File: src/rtl/mem_ctrl_pkg.sv
// Shared definitions for the data-memory load/store controller.
//   state_t          : controller FSM states (IDLE, WAIT, RESP)
//   WORD_ALIGN_MASK  : byte-offset bits that must be zero for a word access
//   DEFAULT_TIMEOUT  : default bus wait budget in cycles
package mem_ctrl_pkg;

    typedef enum logic [1:0] {
        IDLE = 2'd0,
        WAIT = 2'd1,
        RESP = 2'd2
    } state_t;

    localparam logic [1:0] WORD_ALIGN_MASK = 2'b11;
    localparam int         DEFAULT_TIMEOUT = 16;

endpackage

File: src/rtl/wait_counter.sv
// Bus wait-cycle counter.
//   clk    : clock, rising edge
//   rst_n  : asynchronous active-low reset
//   clear  : synchronous clear (takes priority over enable)
//   enable : count up by one this cycle
//   tc     : terminal count, high while the count equals TIMEOUT-1
module wait_counter #(
    parameter int TIMEOUT = 16
) (
    input  logic clk,
    input  logic rst_n,
    input  logic clear,
    input  logic enable,
    output logic tc
);

    localparam int          CW   = (TIMEOUT > 2) ? $clog2(TIMEOUT) : 1;
    localparam logic [CW-1:0] LAST = CW'(TIMEOUT - 1);

    logic [CW-1:0] count;

    always_ff @(posedge clk or negedge rst_n) begin
        if (!rst_n) begin
            count <= '0;
        end else if (clear) begin
            count <= '0;
        end else if (enable) begin
            count <= count + 1'b1;
        end
    end

    assign tc = (count == LAST);

endmodule

File: src/rtl/data_mem_ctrl.sv
// Load/store unit between the core's memory stage and a word-wide
// request/acknowledge data bus.
//   clk_i, rst_i        : clock (rising edge), async active-low reset
//   mem_read_i/write_i  : core load / store request (write wins if both)
//   addr_i, wdata_i     : core byte address and store data
//   rdata_o             : load data to the core (held between loads)
//   stall_o             : core must hold PC and suppress register write
//   misaligned_o        : access ignored because addr_i[1:0] != 0
//   err_o               : sticky bus-timeout flag, cleared only by reset
//   bus_req_o, bus_we_o, bus_addr_o, bus_wdata_o : registered bus request
//   bus_ack_i, bus_rdata_i                       : bus completion and read data
//
// Bus handshake: bus_req_o is the valid and bus_ack_i the ready. A transfer
// completes on the rising edge where both are high; bus_we_o, bus_addr_o and
// bus_wdata_o are held stable from the rise of bus_req_o until that edge, and
// bus_rdata_i is sampled only on that edge. bus_ack_i while bus_req_o is low
// has no effect. bus_req_o drops the cycle after the completing edge.
module data_mem_ctrl
    import mem_ctrl_pkg::*;
#(
    parameter int TIMEOUT = DEFAULT_TIMEOUT,
    parameter int ADDR_W  = 32,
    parameter int DATA_W  = 32
) (
    input  logic              clk_i,
    input  logic              rst_i,
    input  logic              mem_read_i,
    input  logic              mem_write_i,
    input  logic [ADDR_W-1:0] addr_i,
    input  logic [DATA_W-1:0] wdata_i,
    output logic [DATA_W-1:0] rdata_o,
    output logic              stall_o,
    output logic              misaligned_o,
    output logic              err_o,
    output logic              bus_req_o,
    output logic              bus_we_o,
    output logic [ADDR_W-1:0] bus_addr_o,
    output logic [DATA_W-1:0] bus_wdata_o,
    input  logic              bus_ack_i,
    input  logic [DATA_W-1:0] bus_rdata_i
);

    // FSM state, kept as a named signal so it can be observed directly.
    state_t            state;
    logic [DATA_W-1:0] rdata_q;
    logic              access;
    logic              aligned;
    logic              start;
    logic              tc;
    logic              cnt_en;

    assign access  = mem_read_i | mem_write_i;
    assign aligned = ((addr_i[1:0] & WORD_ALIGN_MASK) == 2'b00);
    assign start   = (state == IDLE) & access & aligned;

    // The core holds its request inputs during reset; gating with rst_i keeps
    // stall and misaligned low while reset is asserted.
    assign misaligned_o = rst_i & (state == IDLE) & access & ~aligned;
    assign stall_o      = rst_i & (start | (state == WAIT));
    assign rdata_o      = misaligned_o ? '0 : rdata_q;

    // Count only while waiting without an ack; stop at terminal count so the
    // counter never wraps.
    assign cnt_en = (state == WAIT) & ~bus_ack_i & ~tc;

    wait_counter #(
        .TIMEOUT(TIMEOUT)
    ) u_wait_counter (
        .clk    (clk_i),
        .rst_n  (rst_i),
        .clear  (start),
        .enable (cnt_en),
        .tc     (tc)
    );

    always_ff @(posedge clk_i or negedge rst_i) begin
        if (!rst_i) begin
            state       <= IDLE;
            rdata_q     <= '0;
            err_o       <= 1'b0;
            bus_req_o   <= 1'b0;
            bus_we_o    <= 1'b0;
            bus_addr_o  <= '0;
            bus_wdata_o <= '0;
        end else begin
            case (state)
                IDLE: begin
                    if (start) begin
                        bus_addr_o  <= {addr_i[ADDR_W-1:2], 2'b00};
                        bus_wdata_o <= wdata_i;
                        bus_we_o    <= mem_write_i;
                        bus_req_o   <= 1'b1;
                        state       <= WAIT;
                    end
                end
                WAIT: begin
                    // An ack on the terminal-count cycle still completes the access.
                    if (bus_ack_i) begin
                        if (!bus_we_o) begin
                            rdata_q <= bus_rdata_i;
                        end
                        bus_req_o <= 1'b0;
                        state     <= RESP;
                    end else if (tc) begin
                        err_o     <= 1'b1;
                        rdata_q   <= '0;
                        bus_req_o <= 1'b0;
                        state     <= RESP;
                    end
                end
                RESP: begin
                    state <= IDLE;
                end
                default: begin
                    bus_req_o <= 1'b0;
                    state     <= IDLE;
                end
            endcase
        end
    end

endmodule

File: config.mk
export PLATFORM = sky130hd
export DESIGN_NAME = data_mem_ctrl
export DESIGN_NICKNAME = d
export VERILOG_FILES = /design/src/rtl/mem_ctrl_pkg.sv /design/src/rtl/wait_counter.sv /design/src/rtl/data_mem_ctrl.sv
export SDC_FILE = /design/constraint.sdc
export NUM_CORES = 1
export LEC_CHECK = 0
export BUFFER_PORTS_ARGS = -buffer_cell sky130_fd_sc_hd__buf_2
export CORE_ASPECT_RATIO = 0.9
export CORE_MARGIN = 10
export CORE_UTILIZATION = 36
export CTS_CLUSTER_SIZE = 8
export DETAILED_ROUTE_END_ITERATION = 10
export PLACE_DENSITY = 0.79
export SYNTH_ARGS = -nofsm -noshare
export SYNTH_HDL_FRONTEND = slang
export SYNTH_SLANG_ARGS = --single-unit
File: constraint.sdc
create_clock -name clk_i -period 1.6 [get_ports clk_i]
set_clock_uncertainty 0.1 [all_clocks]
set_input_delay 0.08 -clock clk_i [delete_from_list [all_inputs] [get_ports clk_i]]
set_output_delay 0.08 -clock clk_i [all_outputs]
set_load 0.005 [all_outputs]
# After elaboration in Yosys (flattened, before gate mapping)
# Cells that the tools add are included.
# word_totals
wordCells,52
ff_bits,103
out_inout_bits,101
# classes
reduce_logical,9
n_eq_ne,6
bitwise,14
n_mux,14
add_sub_neg,1
# op_table
operator,count
32-bit two-way mux,4
3-bit AND reduction,3
1-bit AND,8
4-bit two-way mux,2
2-bit two-way mux,3
4-bit by 1-bit adder with 4-bit output (second input constant),1
4-bit == test (second input constant),1
2-bit logical NOT,2
2-bit inequality test (second input constant),2
1-bit inverter,4
2-bit case mux with 2 select lines,1
2-bit AND reduction,2
2-bit nonzero test,2
1-bit two-way mux,3
3-bit inequality test (second input constant),1
1-bit case mux with 3 select lines,1
2-bit by 1-bit == test with 1-bit output (second input constant),1
2-bit == test (second input constant),1
1-bit bitwise OR,2

# Depth between registers and ports, before layout
# depth
word_depth,5
mapped_depth,5

# Hierarchy
# Synthesis repeated with hierarchy kept, for this count alone.
# unflattened
cells_unflattened,282
hier_area_um2,4189.0
# by_module_without_submodules
module,area_per_inst_um2,cells_each,seq_area_each_um2,instances
data_mem_ctrl,3990.1,265,2477.4,1
wait_counter,198.9,17,100.1,1

# Worst setup path after synthesis
# No wires, ideal clock.
# synth_timing
path_kind,register to register
start,reg state[0]
end,reg bus_addr_o[10]
n_path_buf,2
required_time_ns,1.373
synth_period_minus_slack_ns,1.730
path_slack_ns,-0.130
arrival_time_ns,1.502
setup_time_ns,0.127
path_stages_with_launch,6
cell_sequence,dfrtp_1 > or2_4 > nor3_2 > buf_4 > buf_6 > mux2_1
# synth_via
elab_chain_cells,4
# synth_rtl
item,line,source
start: declaration,data_mem_ctrl.sv:44,state_t state;
start signal: assignment,data_mem_ctrl.sv:78,state <= IDLE;
start signal: assignment,data_mem_ctrl.sv:93,state <= WAIT;
start signal: assignment,data_mem_ctrl.sv:103,state <= RESP;
2-bit logical NOT *,"data_mem_ctrl.sv:54, data_mem_ctrl.sv:86",
1-bit AND (2 in a row),data_mem_ctrl.sv:54,assign start = (state == IDLE) & access & aligned;
2-bit AND reduction (no source line) *,--,
end signal: assignment,data_mem_ctrl.sv:89,"bus_addr_o <= {addr_i[ADDR_W-1:2], 2'b00};"
end: declaration,data_mem_ctrl.sv:37,"output logic [ADDR_W-1:0] bus_addr_o,"
# Every way passes the cells marked *; elsewhere a longest branch is shown, timed or not.
# A chain may end at the register's enable or synchronous reset.

# Worst setup path after layout
# layout_timing
start,reg state[1]
end,out rdata_o[9]
# layout_via
elab_chain_cells,5
# layout_rtl
item,line,source
2-bit logical NOT,data_mem_ctrl.sv:58,assign misaligned_o = rst_i & (state == IDLE) & access & ~aligned;
1-bit AND (3 in a row),data_mem_ctrl.sv:58,
32-bit two-way mux,data_mem_ctrl.sv:60,assign rdata_o = misaligned_o ? '0 : rdata_q;
end: declaration,data_mem_ctrl.sv:31,"output logic [DATA_W-1:0] rdata_o,"
# No other way between the ends.

==> run metrics <==
outcome=complete, but fails checks; failing checks=negative setup slack; vias per inst=4.74; clock latency on the worst-skew pair=between 300 and 400 ps; Levels on crit path=7; area leader, netlist=dfrtp_1; Final setup viols=125; Most Frequent Cell on Critical Path=buf_6; register area share after synthesis=62.5%; DRC Markers=0; Core ar.=11300 µm²; synth warn=0; Hold WS=111 ps; CTS tree=yes; share of layout cells above drive strength 1=53.0%; first-pass GRT wire length=22.6 mm; Fill cells=785; Lkg Pwr=3.75 nW; CTS Root Cell=clkbuf_16; RD Place Congestion=about 0.74; crit end category=output port; CP Cell Sequence=or2_4 > buf_6 > nor3_4 > buf_6 > buf_8 > nor2b_1 > buf_2; Initial Utilization=36.4%; Max Transition Viols Final=0; die height=122 µm; share of the synthesized area in the top cell type=62.5%; clk slew on worst S/H paths=60 ps; met3 Usage GRT=roughly 4.4%; WL final=15.3 mm; routed via count=between 3000 and 4000; Hold Fails Final Rpt=0; fin cells=slightly below 800; gr usage total=17.5%; period utilization=123%; detailed-route wire length per cell=19.7 µm; Crit Path Class=register to output port; Die ar.=16100 µm²; Critical Path End=rdata_o[9]; Critical Path Start=state[1]; Primary FF master, synth=dfrtp_1; Design Power=9.40 mW; H-tree Lvls=3; R2R Path Start=state[1]; worst vdd ir=between 500 and 600 µV; total of max-cap violations=0; Num CTS Buffers=9; most frequent cells in the layout=198 x buf_2, 103 x dfrtp_1, 97 x dlygate4sd3_1; Ports=202; Hold Path Depth=4; Worst path slowest cell=dfrtp_1; WP data required=1420 ps; cell count after synthesis=285; Worst Hold Class=input port to register; Storage cell area=2580 µm²; Buf+Inv Stages, Crit Path=4; Core Util, Final=65.4%; port bufs=199; DR iter-0 viols=200; Post-synth EDFFs=0; Global Route met1 Usage=19.2%; Layout Area Growth over Synthesis=79.8%; synthesized cell area=4120 µm²; Critical Path Fanout Max=8; Max Root-Sink Buffers=2; flop2flop setup slack=-330 ps; crit-path leading delay family=buffers and inverters; async set-reset flop share out of synthesis=100%; Pwr Density=between 1000 and 1500 nW/µm²; unrepaired setup endpoints after global routing=yes; Reg-to-Reg End=bus_wdata_o[3]; row count=37; synth unique cells=30; initial antenna violation count=1; top cells by area, synth=dfrtp_1 63%, mux2_1 9.8%, mux2_2 7.4%, a22o_1 6.8%, nor2b_1 5.0%; setup ws final=-366 ps; maximum number of pins on one net before global-route repair=between 70 and 80; placed insts=639; vias in the first global route=4097; Layout Nets=a little over 700; Multi-input gate area=around 1700 µm²; busiest grt layer=met2; Critical Path Start Type=register; grt ovf=0; Die Wd=133 µm; CTS Sinks=103; Post-DRT Antenna Nets=0; FF-to-FF path depth=7; drt pass-1 iters=4; met2 usage=32.1%; post-DP HPWL=about 8.6 mm; most common cell after layout, fill and taps aside=buf_2; CP Data Arrival Time=1790 ps; post-synthesis area per instance=14.5 µm²; max incr delay on CP=380 ps; FF+latch count, synth=103; worst rel slew slack=40.8%; Worst Tran Pin Value=888 ps; final critical-path required period=just under 2000 ps; maximum clock rate=509 MHz
-- registers in the layout, indices dropped and copies added, names as in the netlist --
signal,flops
bus_addr_o,30
bus_req_o,1
bus_wdata_o,32
bus_we_o,1
err_o,1
rdata_q,32
state,2
u_wait_counter.count,4
-- layer usage --
metal,routed length (µm),vias up
met5,0,-
met4,331,0
met3,865,22
met2,8140,143
met1,6020,1849
li1,-,1685
-- worst min-delay path, cell delays in order --
cell     delay (ps)
buf_2            80
or2_2           150
o31ai_1          70
mux2i_1         120
-- worst min-delay path by stage --
stage | start | end | slack (ps)
CTS | addr_i[1] | u_wait_counter.count[2] | 90
detailed placement | rst_i | bus_wdata_o[22] | 80
finish | addr_i[1] | u_wait_counter.count[2] | 110
floorplan | rst_i | bus_addr_o[10] | -320
global route | addr_i[1] | u_wait_counter.count[2] | 150
global placement | rst_i | bus_wdata_o[20] | 70
-- cell families after synthesis --
group                    Yosys count  synth area share, %
buffers and inverters             19                 2.91
AO/OA/AOI/OAI                     47                 9.10
flip-flops                       103                 62.5
multiplexers                      64                 17.4
AND/OR/NAND/NOR                   50                 7.65
adder cells (fa/ha/maj)            1                0.303
other                              1               0.0909
-- power by group --
part	switching [mW]	internal, mW	leakage, nW
Sequential	0.472	3.41	1.26
Combinational	1.17	1.96	2.33
Clock	0.926	1.46	0.160
-- synthesized netlist by cell type (all sizes together) (3+ instances only) --
cell / instances
o21ai: 5
nor2b: 33
a21oi: 3
nor2: 3
clkbuf: 6
a22o: 32
buf: 13
dfrtp: 103
mux2: 63
nand3: 4
-- stage by stage --
stage	setup slack, ps	setup TNS, ps	instance area [µm²]
after floorplan	-25.3	-866	4150
after global placement	-93.6	-4200	5410
after detailed placement	-176	-8030	5410
after CTS	-347	-26580	7260
after global routing	-429	-34420	7410
final	-366	-27250	7410
-- timing repair --
action / 4_1_cts / 5_1_grt
pin swaps: 1 / 36
gates resized for setup: 74 / 28
hold endpoints to repair: 199 / 0
buffers inserted: 12 / 8
gates cloned: 8 / 6
endpoints found under the setup margin: 98 / 111
hold buffers: 97 / 0
-- layout make-up --
class	count	share of cell area (%)
multi-input combinational	164	22.9
sequential	103	34.8
clock buffer	13	3.51
clock inverter	3	0.878
antenna	1	0.0338
tap	156	2.63
timing repair buffer	340	35.3
No activity file was read; power rests on OpenSTA's default activity.
